<file path="src/rtl/fc_seq_ctrl_if.sv">
// Handshake bundle for fc_seq_ctrl: input activation stream and output result stream.
// Ports: in_valid/in_ready/in_data (activations in), out_valid/out_ready/out_data/out_idx/out_last.
interface fc_seq_ctrl_if #(
    parameter int WIDTH = 8,
    parameter int ZW    = 23,
    parameter int IW    = 4
);
    logic             in_valid;
    logic             in_ready;
    logic [WIDTH-1:0] in_data;
    logic             out_valid;
    logic             out_ready;
    logic [ZW-1:0]    out_data;
    logic [IW-1:0]    out_idx;
    logic             out_last;

    // master: the sequencer itself; slave: the upstream/downstream environment
    modport master (
        input  in_valid, in_data, out_ready,
        output in_ready, out_valid, out_data, out_idx, out_last
    );

    modport slave (
        output in_valid, in_data, out_ready,
        input  in_ready, out_valid, out_data, out_idx, out_last
    );
endinterface

</file>
<file path="src/rtl/fc_seq_ctrl.sv">
// Fully-connected layer sequencer: loads IN activations onto x_bus, waits SETTLE_CYC cycles,
// captures N_OUT neuron results from z_bus and streams them out one per valid/ready handshake.
// Ports: clk, rst_n (sync, active-low), bus (fc_seq_ctrl_if.master), x_bus, z_bus, busy,
// class_valid/class_idx (argmax result, only live when FC_SEQ_ARGMAX_EN is defined).
module fc_seq_ctrl #(
    parameter int WIDTH      = 8,
    parameter int IN         = 128,
    parameter int N_OUT      = 10,
    parameter int ZW         = 23,
    parameter int SETTLE_CYC = 2,
    localparam int IW        = (N_OUT > 1) ? $clog2(N_OUT) : 1
) (
    input  logic                clk,
    input  logic                rst_n,
    fc_seq_ctrl_if.master       bus,
    output logic [IN*WIDTH-1:0] x_bus,
    input  logic [N_OUT*ZW-1:0] z_bus,
    output logic                busy,
    output logic                class_valid,
    output logic [IW-1:0]       class_idx
);
    localparam int CW = (IN > 1) ? $clog2(IN) : 1;
    localparam int SW = (SETTLE_CYC > 1) ? $clog2(SETTLE_CYC) : 1;
    localparam logic [CW-1:0] CNT_LAST = CW'(IN - 1);
    localparam logic [SW-1:0] SET_LAST = SW'(SETTLE_CYC - 1);
    localparam logic [IW-1:0] IDX_LAST = IW'(N_OUT - 1);

    typedef enum logic [1:0] {
        LOAD,
        SETTLE,
        DRAIN
    } state_t;

    state_t        state;
    logic [CW-1:0] cnt;
    logic [SW-1:0] scnt;
    logic [ZW-1:0] z_reg [N_OUT];
    logic [IW-1:0] nxt_idx;
    logic          in_hs;
    logic          out_hs;

    // in_ready/out_valid are registered and only high in LOAD/DRAIN,
    // so the raw handshakes already imply the state.
    assign in_hs   = bus.in_valid & bus.in_ready;
    assign out_hs  = bus.out_valid & bus.out_ready;
    assign nxt_idx = bus.out_idx + 1'b1;

`ifdef FC_SEQ_ARGMAX_EN
    logic [ZW-1:0] max_val;
    logic [IW-1:0] max_idx;
    logic          take;

    // First result seeds the max; later ones replace it only if strictly
    // greater, so ties keep the lower index.
    assign take = (bus.out_idx == '0) || (bus.out_data > max_val);
`else
    assign class_valid = 1'b0;
    assign class_idx   = '0;
`endif

    always_ff @(posedge clk) begin
        if (!rst_n) begin
            state         <= LOAD;
            cnt           <= '0;
            scnt          <= '0;
            x_bus         <= '0;
            for (int j = 0; j < N_OUT; j++) z_reg[j] <= '0;
            bus.in_ready  <= 1'b0;
            bus.out_valid <= 1'b0;
            bus.out_data  <= '0;
            bus.out_idx   <= '0;
            bus.out_last  <= 1'b0;
            busy          <= 1'b0;
`ifdef FC_SEQ_ARGMAX_EN
            max_val       <= '0;
            max_idx       <= '0;
            class_valid   <= 1'b0;
            class_idx     <= '0;
`endif
        end else begin
`ifdef FC_SEQ_ARGMAX_EN
            class_valid <= 1'b0;
`endif
            unique case (state)
                LOAD: begin
                    bus.in_ready <= 1'b1;
                    if (in_hs) begin
                        x_bus[int'(cnt)*WIDTH +: WIDTH] <= bus.in_data;
                        if (cnt == CNT_LAST) begin
                            cnt          <= '0;
                            scnt         <= '0;
                            state        <= SETTLE;
                            bus.in_ready <= 1'b0;
                            busy         <= 1'b1;
                        end else begin
                            cnt <= cnt + 1'b1;
                        end
                    end
                end
                SETTLE: begin
                    if (scnt == SET_LAST) begin
                        scnt  <= '0;
                        state <= DRAIN;
                        for (int j = 0; j < N_OUT; j++) begin
                            z_reg[j] <= z_bus[j*ZW +: ZW];
                        end
                        // result 0 is presented straight from z_bus on capture
                        bus.out_valid <= 1'b1;
                        bus.out_data  <= z_bus[0 +: ZW];
                        bus.out_idx   <= '0;
                        bus.out_last  <= (IDX_LAST == '0);
                    end else begin
                        scnt <= scnt + 1'b1;
                    end
                end
                DRAIN: begin
                    if (out_hs) begin
`ifdef FC_SEQ_ARGMAX_EN
                        if (take) begin
                            max_val <= bus.out_data;
                            max_idx <= bus.out_idx;
                        end
`endif
                        if (bus.out_idx == IDX_LAST) begin
                            state         <= LOAD;
                            bus.out_valid <= 1'b0;
                            bus.out_last  <= 1'b0;
                            bus.out_idx   <= '0;
                            bus.in_ready  <= 1'b1;
                            busy          <= 1'b0;
`ifdef FC_SEQ_ARGMAX_EN
                            class_valid   <= 1'b1;
                            class_idx     <= take ? bus.out_idx : max_idx;
`endif
                        end else begin
                            bus.out_idx  <= nxt_idx;
                            bus.out_data <= z_reg[nxt_idx];
                            bus.out_last <= (nxt_idx == IDX_LAST);
                        end
                    end
                end
                default: state <= LOAD;
            endcase
        end
    end
endmodule

</file>
<file path="src/flat_wrapper.sv">
// flat-port wrapper written by rule: the top's interface ports become plain ports
module fc_seq_ctrl_flat 
#(
    parameter int WIDTH      = 8,
    parameter int IN         = 128,
    parameter int N_OUT      = 10,
    parameter int ZW         = 23,
    parameter int SETTLE_CYC = 2,
    localparam int IW        = (N_OUT > 1) ? $clog2(N_OUT) : 1
)
  (clk, rst_n, x_bus, z_bus, busy, class_valid, class_idx, bus_in_valid, bus_in_data, bus_out_ready, bus_in_ready, bus_out_valid, bus_out_data, bus_out_idx, bus_out_last);
  fc_seq_ctrl_if #(.WIDTH(WIDTH), .ZW(ZW), .IW((4))) bus_i ();
  input  logic clk;
  input  logic rst_n;
  output logic [IN*WIDTH-1:0] x_bus;
  input  logic [N_OUT*ZW-1:0] z_bus;
  output logic busy;
  output logic class_valid;
  output logic [IW-1:0] class_idx;
  input wire logic [$bits(bus_i.in_valid)-1:0] bus_in_valid;
  input wire logic [$bits(bus_i.in_data)-1:0] bus_in_data;
  input wire logic [$bits(bus_i.out_ready)-1:0] bus_out_ready;
  output wire logic [$bits(bus_i.in_ready)-1:0] bus_in_ready;
  output wire logic [$bits(bus_i.out_valid)-1:0] bus_out_valid;
  output wire logic [$bits(bus_i.out_data)-1:0] bus_out_data;
  output wire logic [$bits(bus_i.out_idx)-1:0] bus_out_idx;
  output wire logic [$bits(bus_i.out_last)-1:0] bus_out_last;
  assign bus_i.in_valid = bus_in_valid;
  assign bus_i.in_data = bus_in_data;
  assign bus_i.out_ready = bus_out_ready;
  assign bus_in_ready = bus_i.in_ready;
  assign bus_out_valid = bus_i.out_valid;
  assign bus_out_data = bus_i.out_data;
  assign bus_out_idx = bus_i.out_idx;
  assign bus_out_last = bus_i.out_last;
  fc_seq_ctrl #(.WIDTH(WIDTH), .IN(IN), .N_OUT(N_OUT), .ZW(ZW), .SETTLE_CYC(SETTLE_CYC)) u_core (.clk(clk), .rst_n(rst_n), .bus(bus_i), .x_bus(x_bus), .z_bus(z_bus), .busy(busy), .class_valid(class_valid), .class_idx(class_idx));
endmodule
</file>
<file path="config.mk">
export PLATFORM = sky130hd
export DESIGN_NAME = fc_seq_ctrl_flat
export DESIGN_NICKNAME = d
export VERILOG_FILES = /design/src/rtl/fc_seq_ctrl_if.sv /design/src/rtl/fc_seq_ctrl.sv /design/src/flat_wrapper.sv
export SDC_FILE = /design/constraint.sdc
export NUM_CORES = 2
export LEC_CHECK = 0
export ABC_AREA = 1
export BUFFER_PORTS_ARGS = -buffer_cell sky130_fd_sc_hd__buf_2
export CAP_MARGIN = 5
export CORE_AREA = 2 2 501 503
export DETAILED_ROUTE_END_ITERATION = 8
export DIE_AREA = 0 0 503 505
export PLACE_DENSITY = 0.47
export RECOVER_POWER = 25
export SLEW_MARGIN = 20
export SYNTH_ARGS = -nofsm -noshare
export SYNTH_HDL_FRONTEND = slang
export SYNTH_SLANG_ARGS = --single-unit
</file>
<file path="constraint.sdc">
create_clock -name clk -period 9.6 [get_ports clk]
set_clock_uncertainty 0.2 [all_clocks]
set_input_delay 1.44 -clock clk [delete_from_list [all_inputs] [get_ports clk]]
set_output_delay 1.44 -clock clk [all_outputs]
set_load 0.02 [all_outputs]
</file>
==> metrics.txt <==
Buf+Inv Stages, Crit Path=3; Root Buffer=clkbuf_16; VDD IR-drop max=0.0001609 V; Tot Pwr=13.17 mW; CTS clock-pin slew for the worst setup and hold paths=0.06 ns; Synth Warn #=0; post-synthesis average cell area=6.684 um2; CP Data Arrival Time=7.70 ns; area of the multi-input gates=23,430 um2; CTS sink cnt=1,295; setup TNS=0 ns; Max-cap violations=3; first-pass GRT wire length=419,500 um; Static Leak=38.53 nW; RSZ-0062 raised after global routing=no; Initial Util=23.38%; Critical Path RT=10.05 ns; largest family of logic cells by synthesized area=simple AND/OR/NAND/NOR gates; failing checks=capacitance limit, slew limit; H-tree levels=4; Skew-Pair Late Insertion Delay=0.84 ns; cts bufs inserted=160; Final ANT Viol Nets=0; Compound-Gate Fraction of Synth Area=4.526%; CTS tree=done; drt first pass iters=7; Hold Buf Count CTS=0; Top Ports=1,302; Worst R2R Path Depth=9; Largest delay share family, worst path=buffers and inverters; Rows=183; vias=58,280; flops & latches, synth=1,295; Routed WL=306,500 um; Worst Hold Depth=2; Layout area overhead=25.17%; setup bufs post-CTS=0; Post-Syn Area=58,020 um2; WL/cell=23.18 um; Tightest Pin Transition=3.908 ns; ys flop type=dfxtp_1; pwr/cell area=181.4 nW/um2; Largest stage delay, worst path=2.69 ns; vias in the first global route=54,420; Synth async-reset ratio=0%; crit end category=flop; post-synthesis mux area share=0%; gpl congestion=0.8891; core area=248,200 um2; Tot GR Track Use=23.16%; Worst setup SP type=primary input; min cycle time layout=7.243 ns; fin crit share=75.45%; Synth Area in Simple Gates=35.25%; Post-Synth Adder-Cell Area=0.1941%; post-DP HPWL=231,200 um; register area=28,230 um2; Slew headroom=-160.5%; crit-path max FO=80; Fmax=138.1 MHz; die height=505 um; Critical Path Stages=5; Via-to-Cell Ratio=4.408; fill count=27,740; I/O Buffers=1,296; slowest CP cell=clkbuf_1; outcome=complete, but fails checks; Max clock buf depth=3; drt drc=0; share of layout cells above drive strength 1=14.82%; DR iter-0 viols=4,815; max reg flops=1,024; Hold Fails Final Rpt=0; die width=503 um; Min-Delay Path Class=flop to flop; largest net degree at the start of global routing=208; initial antenna violation count=32; layout net count=10,000; Distinct cells, synth=39; CTS resizes=0; gr ovfl total=0; die area=254,000 um2; XOR/XNOR Fraction of Synth Area=0.07332%; crit path kind=primary input to flop; Post-synth EDFFs=230; register area share after synthesis=48.65%; Setup Viol. Count Final=0; synthesized instance count=8,681; final count of pins violating max slew=155; CP cell instances=clkbuf_1 -> nand3_1 -> buf_12 -> buf_4 -> nor2_1
[cells in the final DEF, fill, tap and decap left out, types with 7 or more instances in the layout]
| master | Yosys | layout |
|---|---|---|
| buf_4 | 12 | 54 |
| clkbuf_8 | 0 | 42 |
| ha_1 | 9 | 7 |
| a21oi_1 | 124 | 124 |
| inv_1 | 1227 | 1226 |
| nor3_2 | 8 | 11 |
| nand4_1 | 99 | 99 |
| or2_2 | 25 | 25 |
| edfxtp_1 | 230 | 230 |
| clkinv_16 | 0 | 8 |
| o211ai_1 | 71 | 71 |
| nor3_1 | 89 | 85 |
| buf_2 | 118 | 1036 |
| clkinv_2 | 0 | 22 |
| clkbuf_1 | 265 | 299 |
| nand2_1 | 2125 | 2124 |
| diode_2 | 0 | 13 |
| o21ai_0 | 263 | 263 |
| nand3_1 | 168 | 168 |
| dfxtp_1 | 1065 | 1064 |
| o211a_1 | 7 | 7 |
| nand4_2 | 12 | 12 |
| nor2_2 | 20 | 30 |
| clkbuf_16 | 0 | 161 |
| nor2_1 | 2636 | 2626 |
[cell type report]
| class | instances | share of cell area (%) |
|---|---|---|
| Antenna cell | 13 | 0.04479 |
| Timing Repair Buffer | 1356 | 9.206 |
| Tap cell | 3330 | 5.737 |
| Multi-Input combinational cell | 5695 | 32.26 |
| Sequential cell | 1295 | 38.87 |
| Clock inverter | 49 | 0.8872 |
| Clock buffer | 242 | 6.545 |
| Inverter | 1241 | 6.450 |
[cells in the mapped netlist (7+ instances only)]
cell / number / area share [%]
or2_2: 25 / 0.27
nor2_1: 2636 / 17
buf_2: 118 / 1.0
buf_4: 12 / 0.16
inv_1: 1227 / 7.9
nand4_2: 12 / 0.26
o21ai_0: 263 / 2.3
nor3_1: 89 / 0.77
nand2_1: 2125 / 14
buf_1: 59 / 0.38
ha_1: 9 / 0.19
edfxtp_1: 230 / 12
inv_2: 12 / 0.078
nor2_2: 20 / 0.22
nor3_2: 8 / 0.14
o211ai_1: 71 / 0.92
dfxtp_1: 1065 / 37
o211a_1: 7 / 0.12
nand3_1: 168 / 1.4
clkbuf_1: 265 / 1.7
nand4_1: 99 / 1.1
a21oi_1: 124 / 1.1
[power by group]
part,internal [mW],switching [mW]
logic,0.175,1.18
clock network,3.56,2.66
registers,5.57,0.0223
total,9.31,3.86
[path summary, 6_finish.rpt]
path                           from             endpoint  slack, ns
setup reg to reg      u_core.cnt[0]    u_core.x_bus[656]       3.44
setup / recovery              rst_n  u_core.z_reg[7][13]       2.36
hold reg to reg   u_core.x_bus[363]    u_core.x_bus[363]       0.27
hold / removal    u_core.x_bus[363]    u_core.x_bus[363]       0.27
[cell families (layout without fill, tap and decap cells)]
group,after synthesis,count (layout)
AND/OR/NAND/NOR,5199,5199
AO/OA/AOI/OAI,478,478
adder cells (fa/ha/maj),9,9
other,1,18
buffers and inverters,1695,2888
flip-flops,1295,1295
XOR/XNOR,4,4
[routing by layer]
metal | GRT usage (%) | vias up | part of all wire [%] | wire length, um
li1 | - | 28150 | - | -
met1 | 28.57 | 27350 | 41 | 126500
met2 | 36.92 | 2284 | 45 | 136700
met3 | 6.649 | 475 | 8.9 | 27150
met4 | 11.02 | 16 | 5.2 | 16030
met5 | 0 | - | 0.033 | 100
[worst min-delay path, stage by stage (launching register included)]
cell,delay (ns)
dfxtp_1,0.31
nand2_1,0.06
a21oi_1,0.05
[through the flow]
stage                     hold slack (ns)  cell area [um2]  util (%)  setup slack (ns)  cells
after floorplan                    0.2558            58040         -             1.395   8685
after global placement             0.2478            67520     27.20             3.773  12920
after detailed placement           0.2552            67530     27.21             3.698  12920
after CTS                          0.2637            72930     29.38             3.672  13210
after global routing               0.2826            72600     29.25             1.783  13210
final                              0.2656            72630     29.26             2.357  13220
(Power assumes the default switching activity.)
